File: config.mk
export PLATFORM = sky130hd
export DESIGN_NAME = hazard_unit_v2
export DESIGN_NICKNAME = d
export VERILOG_FILES = /design/src/rtl/hazard_pkg.sv /design/src/rtl/load_scoreboard.sv /design/src/rtl/hazard_unit_v2.sv
export SDC_FILE = /design/constraint.sdc
export NUM_CORES = 1
export LEC_CHECK = 0
export CAP_MARGIN = 30
export CELL_PAD_IN_SITES_DETAIL_PLACEMENT = 1
export CELL_PAD_IN_SITES_GLOBAL_PLACEMENT = 2
export CORE_MARGIN = 4
export CORE_UTILIZATION = 28
export CTS_BUF_LIST = sky130_fd_sc_hd__clkbuf_16
export DETAILED_ROUTE_END_ITERATION = 7
export GPL_ROUTABILITY_DRIVEN = 1
export GPL_TIMING_DRIVEN = 0
export MAX_ROUTING_LAYER = met4
export PLACE_DENSITY = 0.89
export SETUP_SLACK_MARGIN = 0.1
export SLEW_MARGIN = 20
export SYNTH_ARGS = -nofsm -noshare
export SYNTH_HDL_FRONTEND = slang
export SYNTH_HIERARCHICAL = 1
export SYNTH_SLANG_ARGS = --single-unit
File: constraint.sdc
create_clock -name clk_i -period 3.4 [get_ports clk_i]
set_input_delay 1.02 -clock clk_i [delete_from_list [all_inputs] [get_ports clk_i]]
set_output_delay 1.02 -clock clk_i [all_outputs]
set_load 0.05 [all_outputs]
File: src/rtl/hazard_pkg.sv
// Shared types and constants for the load-use hazard controller.
// Cause encoding and the output bundles the priority mux selects between.
package hazard_pkg;

  localparam int REG_ADDR_W = 5;

  typedef enum logic [1:0] {
    CAUSE_NONE    = 2'd0,
    CAUSE_LOADUSE = 2'd1,
    CAUSE_FREEZE  = 2'd2,
    CAUSE_FLUSH   = 2'd3
  } cause_e;

  typedef struct packed {
    logic   pc_write;
    logic   stall;
    logic   noop;
    logic   flush;
    logic   freeze;
    cause_e cause;
  } ctrl_t;

  localparam ctrl_t CTRL_IDLE = '{
    pc_write: 1'b1, stall: 1'b0, noop: 1'b0, flush: 1'b0, freeze: 1'b0,
    cause: CAUSE_NONE
  };

  localparam ctrl_t CTRL_FREEZE = '{
    pc_write: 1'b0, stall: 1'b1, noop: 1'b0, flush: 1'b0, freeze: 1'b1,
    cause: CAUSE_FREEZE
  };

  localparam ctrl_t CTRL_LOADUSE = '{
    pc_write: 1'b0, stall: 1'b1, noop: 1'b1, flush: 1'b0, freeze: 1'b0,
    cause: CAUSE_LOADUSE
  };

  localparam ctrl_t CTRL_FLUSH = '{
    pc_write: 1'b1, stall: 1'b0, noop: 1'b0, flush: 1'b1, freeze: 1'b0,
    cause: CAUSE_FLUSH
  };

  // A source only matters when it is read and is not the hardwired-zero register.
  function automatic logic src_qualified(input logic use_b,
                                         input logic [REG_ADDR_W-1:0] addr);
    return use_b && (addr != {REG_ADDR_W{1'b0}});
  endfunction

endpackage

File: src/rtl/load_scoreboard.sv
// Shift register of in-flight loads beyond EX; entry k is the load k+1 stages past EX.
// Produces per-source hits against any valid entry's destination register.
module load_scoreboard
  import hazard_pkg::*;
#(
  parameter int ADDR_W = REG_ADDR_W,
  parameter int DEPTH  = 1
) (
  input  logic              clk_i,
  input  logic              rst_i,
  input  logic              advance_i,
  input  logic              push_valid_i,
  input  logic [ADDR_W-1:0] push_rd_i,
  input  logic [ADDR_W-1:0] rs1_addr_i,
  input  logic [ADDR_W-1:0] rs2_addr_i,
  input  logic              rs1_use_i,
  input  logic              rs2_use_i,
  output logic              hit1_o,
  output logic              hit2_o
);

  generate
    if (DEPTH == 0) begin : g_none
      logic unused_inputs_s;
      assign unused_inputs_s = ^{clk_i, rst_i, advance_i, push_valid_i, push_rd_i,
                                 rs1_addr_i, rs2_addr_i, rs1_use_i, rs2_use_i};
      assign hit1_o = 1'b0;
      assign hit2_o = 1'b0;
    end else begin : g_sb
      logic [DEPTH-1:0]             valid_q, valid_d;
      logic [DEPTH-1:0][ADDR_W-1:0] rd_q, rd_d;
      logic                         match1_s, match2_s;

      // Shift on advance, hold everything while the pipe is frozen.
      always_comb begin
        valid_d = valid_q;
        rd_d    = rd_q;
        if (advance_i) begin
          valid_d[0] = push_valid_i;
          rd_d[0]    = push_rd_i;
          for (int k = 1; k < DEPTH; k++) begin
            valid_d[k] = valid_q[k-1];
            rd_d[k]    = rd_q[k-1];
          end
        end else begin
          valid_d = valid_q;
          rd_d    = rd_q;
        end
      end

      // Entry state registers.
      always_ff @(posedge clk_i) begin
        if (rst_i) begin
          valid_q <= '0;
          rd_q    <= '0;
        end else begin
          valid_q <= valid_d;
          rd_q    <= rd_d;
        end
      end

      // Compare both sources against every valid entry.
      always_comb begin
        match1_s = 1'b0;
        match2_s = 1'b0;
        for (int k = 0; k < DEPTH; k++) begin
          if (valid_q[k] && (rd_q[k] == rs1_addr_i)) begin
            match1_s = 1'b1;
          end else begin
            match1_s = match1_s;
          end
          if (valid_q[k] && (rd_q[k] == rs2_addr_i)) begin
            match2_s = 1'b1;
          end else begin
            match2_s = match2_s;
          end
        end
      end

      assign hit1_o = match1_s && rs1_use_i && (rs1_addr_i != {ADDR_W{1'b0}});
      assign hit2_o = match2_s && rs2_use_i && (rs2_addr_i != {ADDR_W{1'b0}});
    end
  endgenerate

endmodule

File: src/rtl/hazard_unit_v2.sv
// Load-use hazard controller: EX compare, scoreboard of older loads,
// freeze/stall/flush priority mux and a saturating stall-cycle counter.
module hazard_unit_v2
  import hazard_pkg::*;
#(
  parameter int ADDR_W   = REG_ADDR_W,
  parameter int LOAD_LAT = 2,
  parameter int CNT_W    = 32
) (
  input  logic              clk_i,
  input  logic              rst_i,
  input  logic [ADDR_W-1:0] RS1addr_i,
  input  logic [ADDR_W-1:0] RS2addr_i,
  input  logic              RS1use_i,
  input  logic              RS2use_i,
  input  logic              MemRead_i,
  input  logic [ADDR_W-1:0] RdAddr_i,
  input  logic              MemBusy_i,
  input  logic              BranchTaken_i,
  output logic              PCWrite_o,
  output logic              Stall_o,
  output logic              NoOp_o,
  output logic              Flush_o,
  output logic              Freeze_o,
  output logic [1:0]        Cause_o,
  output logic [CNT_W-1:0]  StallCnt_o
);

  localparam int SB_DEPTH = (LOAD_LAT > 1) ? (LOAD_LAT - 1) : 0;

  logic             sb_hit1_s, sb_hit2_s;
  logic             ex_hit1_s, ex_hit2_s;
  logic             hazard_s;
  logic             push_valid_s;
  ctrl_t            ctrl_s;
  logic [CNT_W-1:0] cnt_q, cnt_d;

  assign push_valid_s = MemRead_i && (RdAddr_i != {ADDR_W{1'b0}});

  load_scoreboard #(
    .ADDR_W (ADDR_W),
    .DEPTH  (SB_DEPTH)
  ) u_sb (
    .clk_i        (clk_i),
    .rst_i        (rst_i),
    .advance_i    (!MemBusy_i),
    .push_valid_i (push_valid_s),
    .push_rd_i    (RdAddr_i),
    .rs1_addr_i   (RS1addr_i),
    .rs2_addr_i   (RS2addr_i),
    .rs1_use_i    (RS1use_i),
    .rs2_use_i    (RS2use_i),
    .hit1_o       (sb_hit1_s),
    .hit2_o       (sb_hit2_s)
  );

  assign ex_hit1_s = src_qualified(RS1use_i, RS1addr_i) && MemRead_i && (RdAddr_i == RS1addr_i);
  assign ex_hit2_s = src_qualified(RS2use_i, RS2addr_i) && MemRead_i && (RdAddr_i == RS2addr_i);
  assign hazard_s  = ex_hit1_s || ex_hit2_s || sb_hit1_s || sb_hit2_s;

  // Output priority: reset, freeze, load-use (beats a dependent branch), flush.
  always_comb begin
    ctrl_s = CTRL_IDLE;
    if (rst_i) begin
      ctrl_s = CTRL_IDLE;
    end else if (MemBusy_i) begin
      ctrl_s = CTRL_FREEZE;
    end else if (hazard_s) begin
      ctrl_s = CTRL_LOADUSE;
    end else if (BranchTaken_i) begin
      ctrl_s = CTRL_FLUSH;
    end else begin
      ctrl_s = CTRL_IDLE;
    end
  end

  // Saturating count of load-use bubble cycles.
  always_comb begin
    cnt_d = cnt_q;
    if ((ctrl_s.cause == CAUSE_LOADUSE) && (cnt_q != {CNT_W{1'b1}})) begin
      cnt_d = cnt_q + {{(CNT_W-1){1'b0}}, 1'b1};
    end else begin
      cnt_d = cnt_q;
    end
  end

  // Counter register.
  always_ff @(posedge clk_i) begin
    if (rst_i) begin
      cnt_q <= '0;
    end else begin
      cnt_q <= cnt_d;
    end
  end

  assign PCWrite_o  = ctrl_s.pc_write;
  assign Stall_o    = ctrl_s.stall;
  assign NoOp_o     = ctrl_s.noop;
  assign Flush_o    = ctrl_s.flush;
  assign Freeze_o   = ctrl_s.freeze;
  assign Cause_o    = ctrl_s.cause;
  assign StallCnt_o = cnt_q;

endmodule

## Word level (Yosys, flattened, before mapping)

Cells that the tools add are included.

| storage, ports and cells | value |
|---|---|
| bits in registers | 38 |
| bits in latches | 0 |
| bits in writable memories | 0 |
| bits in read-only memories | 0 |
| output and inout port bits | 39 |
| memories kept | 0 |

| cells by class | value |
|---|---|
| add/sub/neg operators | 1 |
| multipliers | 0 |
| divide/modulo/power cells | 0 |
| $lt $le $gt $ge | 0 |
| eq/ne operators | 6 |
| shift-type cells | 0 |
| muxes and demuxes | 6 |
| bitwise operators | 0 |
| reductions and logical operators | 20 |

Operators with widths:

| cell | number |
|---|---|
| $add A32 B1 Y32 const B | 1 |
| $ne A32 B32 Y1 const B | 1 |
| $mux W7 | 3 |
| $eq A5 B5 Y1 | 4 |
| $reduce_bool A5 Y1 | 3 |
| $logic_and A1 B1 Y1 | 14 |
| $mux W4 | 1 |
| $logic_or A1 B1 Y1 | 3 |
| $eq A2 B1 Y1 const B | 1 |
| $mux W1 | 2 |

## Longest topological paths before layout

| depth | value |
|---|---|
| depth in word-level cells | 12 |
| depth in mapped cells | 9 |

## Modules after synthesis

Netlist, hierarchy kept.

Modules (own cells, without submodules):

| module | times used | cells an instance | area an instance (um2) |
|---|---|---|---|
| hazard_unit_v2 | 1 | 240 | 1,956.9 |
| load_scoreboard | 1 | 39 | 342.8 |

## Worst setup path before layout

Ideal clock, no wire load.

| timing | value |
|---|---|
| path kind | input-to-output |
| start | input RS2addr_i[0] |
| end | output Stall_o |
| arrival time | 2,881 ps |
| required time | 2,380 ps |
| slack | -501 ps |
| cell stages on the path | 8 |
| path buffers | 2 |
| path through | nor4_1 > nor2_1 > nor2_1 > o311a_1 > clkbuf_1 > clkbuf_1 > a21o_1 > inv_1 |

| on the way | value |
|---|---|
| word-level cells in the longest chain between the ends | 10 |
| elaborated cells on any way between the ends | 16 |

Ends and longest elaborated chain:

| what | RTL line | RTL |
|---|---|---|
| from (decl) | hazard_unit_v2.sv:13 | `input logic [ADDR_W-1:0] RS2addr_i,` |
| $reduce_bool A5 Y1 | hazard_pkg.sv:46, load_scoreboard.sv:81 |  |
| $logic_and A1 B1 Y1 | hazard_pkg.sv:46 | `return use_b && (addr != {REG_ADDR_W{1'b0}});` |
| $logic_and A1 B1 Y1 (2 in a row) | hazard_unit_v2.sv:58 | `assign ex_hit2_s = src_qualified(RS2use_i, RS2addr_i) && MemRead_i && (RdAddr_i == RS2addr_i);` |
| $logic_or A1 B1 Y1 (2 in a row) | hazard_unit_v2.sv:59 | `assign hazard_s = ex_hit1_s \|\| ex_hit2_s \|\| sb_hit1_s \|\| sb_hit2_s;` |
| $logic_or A1 B1 Y1 (*) | hazard_unit_v2.sv:59 |  |
| $mux W7 (*) | hazard_unit_v2.sv:68 | `end else if (hazard_s) begin` |
| $mux W7 (*) | hazard_unit_v2.sv:66 | `end else if (MemBusy_i) begin` |
| $mux W7 (*) | hazard_unit_v2.sv:64 | `if (rst_i) begin` |
| to (decl) | hazard_unit_v2.sv:21 | `output logic Stall_o,` |

Every way passes the cells marked *; elsewhere a longest branch is shown, timed or not.

## Worst setup path in the final report

| timing | value |
|---|---|
| start | input RS2addr_i[2] |
| end | output Cause_o[0] |

| on the way | value |
|---|---|
| word-level cells in the longest chain between the ends | 10 |
| elaborated cells on any way between the ends | 16 |

Ends and longest elaborated chain:

| what | RTL line | RTL |
|---|---|---|
| $reduce_bool A5 Y1 | hazard_pkg.sv:46, load_scoreboard.sv:81 |  |
| $logic_and A1 B1 Y1 | hazard_pkg.sv:46 |  |
| $logic_and A1 B1 Y1 (2 in a row) | hazard_unit_v2.sv:58 |  |
| $logic_or A1 B1 Y1 (2 in a row) | hazard_unit_v2.sv:59 |  |
| $logic_or A1 B1 Y1 (*) | hazard_unit_v2.sv:59 |  |
| $mux W7 (*) | hazard_unit_v2.sv:68 |  |
| $mux W7 (*) | hazard_unit_v2.sv:66 |  |
| $mux W7 (*) | hazard_unit_v2.sv:64 |  |
| to (decl) | hazard_unit_v2.sv:25 | `output logic [1:0] Cause_o,` |

Marked as above.

==> impl_metrics.csv <==
group,metric,value,unit
outcome,status,"complete, no violations",
routing,wl_met3,193,um
floorplan,core,7850,um2
power_and_ir_drop,intPower,0.784,mW
critical_path,cp_slowest_cell,"o311a_1",
power_and_ir_drop,p_per_area,317,nW/um2
layout,drive_gt1_share,23.1,%
synthesis,yosys.cell_types.count,41,
timing,hold_viol,0,
critical_path,r2r_slack,0.44,ns
synthesis,post-synth-top-area-fraction,33.1,%
cts,max-clock-path-buffers,2,
global_routing,grt-ovfl-total,0,
power_and_ir_drop,seqPwrFrac,42.7,%
synthesis,syn_inst,279,
floorplan,dieArea,9730,um2
synthesis,synthMostInstantiatedCell,"dfxtp_1",
timing,clock_skew,0.00374,ns
timing,relSlewSlack,64.3,%
routing,drtIter0Drc,79,
cts,numCtsBuffers,5,
critical_path,crit_type,"input pin to primary output",
routing,drc,0,
cts,cts_tree,"built",
routing,drt-total-wl,8.53,mm
power_and_ir_drop,ir_worst_vdd,0.000159,V
layout,finalNetCount,374,
hold_path,worstHoldStart,"StallCnt_o[17]$_SDFFE_PP0P_",
routing,dr.pass1.iters,4,
layout,area_delta_synth_final,47.3,%
run,maxCapViolCount,0,
critical_path,end_kind,"primary output",
routing,top_layer_used,"met4",
cts,root_buffer,"clkbuf_16",
synthesis,synthFlopType,"dfxtp_1",
power_and_ir_drop,p_clk_share,41.8,%
routing,vias,2520,
synthesis,syn_nets,302,
synthesis,synth_area_per_cell,8.24,um2
floorplan,die_h,98.6,um
synthesis,ys_warn_count,6,
timing,tns,0,ns
synthesis,synth_edf_count,0,
timing,drv_slew,0,
synthesis,ys_top_cells_by_count,"dfxtp_1 (38), a21oi_1 (26), nand3_1 (19), nor2_1 (19), or4_1 (19)",
critical_path,worst_path_most_repeated_cell,"buf_6",
timing,fmax,0.295,GHz
floorplan,die_w,98.6,um
cts,hold_buffers,0,
placed_design,place.port_buffers,60,
cts,clk_latency,0.28,ns
synthesis,synth_seq_cells,38,
global_routing,grt_pass1_vias,2627,
critical_path,arrival,2.37,ns
power_and_ir_drop,swShare,26.9,%
critical_path,cpPeakStageDelay,0.36,ns
layout,fin_util,43.2,%
routing,avgRoutedWirePerCell,18.8,um
global_routing,antenna_found_initial,0,
critical_path,r2r-start,"u_sb/g_sb.rd_q[2]$_SDFFE_PP0P_",
synthesis,netlist_area,2300,um2
synthesis,yosys-top-cells-area,"dfxtp_1 (33%), or4_1 (6.2%), o31ai_1 (5.9%)",
critical_path,required,2.38,ns
cts,cts_sinks,38,
timing,setup_viol,0,
global_routing,grt_usage,17.9,%
power_and_ir_drop,comb_power_share,15.5,%
routing,postRouteAntennaNets,0,
timing,fin_crit_sh,99.8,%
critical_path,path_cells,"clkbuf_4, xnor2_2, o2111ai_1, o311a_1, buf_8, buf_6, a21oi_4, buf_6",
cts,clk_pin_slew,0.06,ns
placed_design,dp_hpwl,6.09,mm
routing,post_drt_via_cell_ratio,5.56,
floorplan,ios,61,
global_routing,grt_pass1_wl,13.8,mm
global_routing,grt_max_degree,13,
routing,wl_met1,4.12,mm
hold_path,hp-class,"flop to flop",
floorplan,start_util,29.3,%
critical_path,startpoint,"RS2addr_i[2]",
synthesis,ys_seq_area_share,33.1,%
synthesis,yosysTopAreaCell,"dfxtp_1",
timing,rsz0062_at_grt,"yes",
floorplan,num_rows,32,
power_and_ir_drop,switchingPower,0.288,mW
layout,antennaDiodeCount,0,
placed_design,gp_congestion,0.786,
timing,tightestPinTransition,0.531,ns
cts,ctsHtreeMaxLevel,2,
critical_path,critPathMaxFanout,6,
power_and_ir_drop,p_total,1.07,mW
timing,fin_crit,3.39,ns
critical_path,startpoint_type,"input pin",
synthesis,synthArstFlopShare,0,%
routing,dr_wl_met2,4.14,mm
power_and_ir_drop,p_leak,1.16,nW
==> power by group through the flow <==
stage | clock network [mW] | logic [mW] | registers [mW]
6_report | 0.448 | 0.166 | 0.458
2_1_floorplan | 0 | 0.0793 | 0.464
5_1_grt | 0.476 | 0.176 | 0.459
3_3_place_gp | 0 | 0.143 | 0.465
3_5_place_dp | 0 | 0.145 | 0.465
4_1_cts | 0.453 | 0.153 | 0.457
==> registers in the layout, indices dropped and copies added (netlist names) <==
name and flops:
StallCnt_o 32, u_sb/g_sb.rd_q 5, u_sb/g_sb.valid_q 1
==> worst max-delay path, delay by kind of cell <==
family / cells / cell delay (ns)
buf+inv: 4 / 0.58
compound gates: 3 / 0.61
xor+xnor: 1 / 0.16
==> final timing paths <==
check | to | depth (start not counted)
max reg2reg | StallCnt_o[18]$_SDFFE_PP0P_ | 11
max | Cause_o[0] | 8
min reg2reg | StallCnt_o[17]$_SDFFE_PP0P_ | 2
min | StallCnt_o[17]$_SDFFE_PP0P_ | 2
==> per-layer routing <==
layer	vias up	GRT usage, %
met5	-	-
met4	0	4.62
met3	5	3.26
met2	43	28.4
met1	1250	23.5
li1	1222	-
==> repair_timing <==
| item | CTS | global route |
|---|---|---|
| hold endpoints to repair | 0 | 0 |
| endpoints found under the setup margin | 22 | 9 |
| setup buffers | 3 | 3 |
| gates resized for setup | 134 | 23 |
| pin swaps | 21 | 18 |
==> kinds of logic (layout without fill, tap and decap cells) <==
kind of cell | Yosys count | after routing | share of synthesized area, %
and+or+nand+nor | 117 | 117 | 30.4
AOI/OAI and AO/OA | 70 | 70 | 20.6
DFF | 38 | 38 | 33.1
buffers and inverters | 28 | 100 | 5.28
xor gates and xnor gates | 16 | 16 | 6.09
muxes | 9 | 9 | 4.03
adders and majority gates | 1 | 1 | 0.544
==> cell usage in the layout, fill, tap and decap left out, types with 4 or more instances in the layout <==
master / instances
or2_2: 4
mux2i_1: 7
xnor2_1: 6
nand3_1: 18
clkbuf_16: 5
o21ai_0: 4
buf_4: 12
buf_8: 4
nand4_1: 11
inv_1: 12
o41ai_1: 7
clkdlybuf4s50_1: 34
buf_6: 8
o31ai_1: 18
nor2_1: 15
buf_2: 8
nand2_1: 13
xnor2_2: 5
a21oi_1: 23
dfxtp_1: 38
clkbuf_1: 7
or4_1: 18
o311ai_0: 7
==> cell type report <==
cell class / instances / area, um2
fillers: 932 / 4460
flip-flops and latches: 38 / 761
clock inverters: 2 / 7.51
inverters: 11 / 45.0
multi-input cells: 213 / 1590
plain buffers: 16 / 96.3
well taps: 102 / 128
clock buffers: 5 / 125
repair buffers: 66 / 637
==> metrics by stage <==
step | std cells | area (um2) | setup WS, ns | hold slack, ns
final | 453 | 3390 | 0.00618 | 0.498
after global placement | 441 | 3110 | -1.37 | 0.482
after detailed placement | 441 | 3110 | -1.40 | 0.489
after global routing | 453 | 3390 | -0.0610 | 0.531
after floorplan | 279 | 2380 | -0.00450 | 0.482
after CTS | 450 | 3300 | -0.0209 | 0.501
Note: power is estimated with default switching activity, not from simulation.
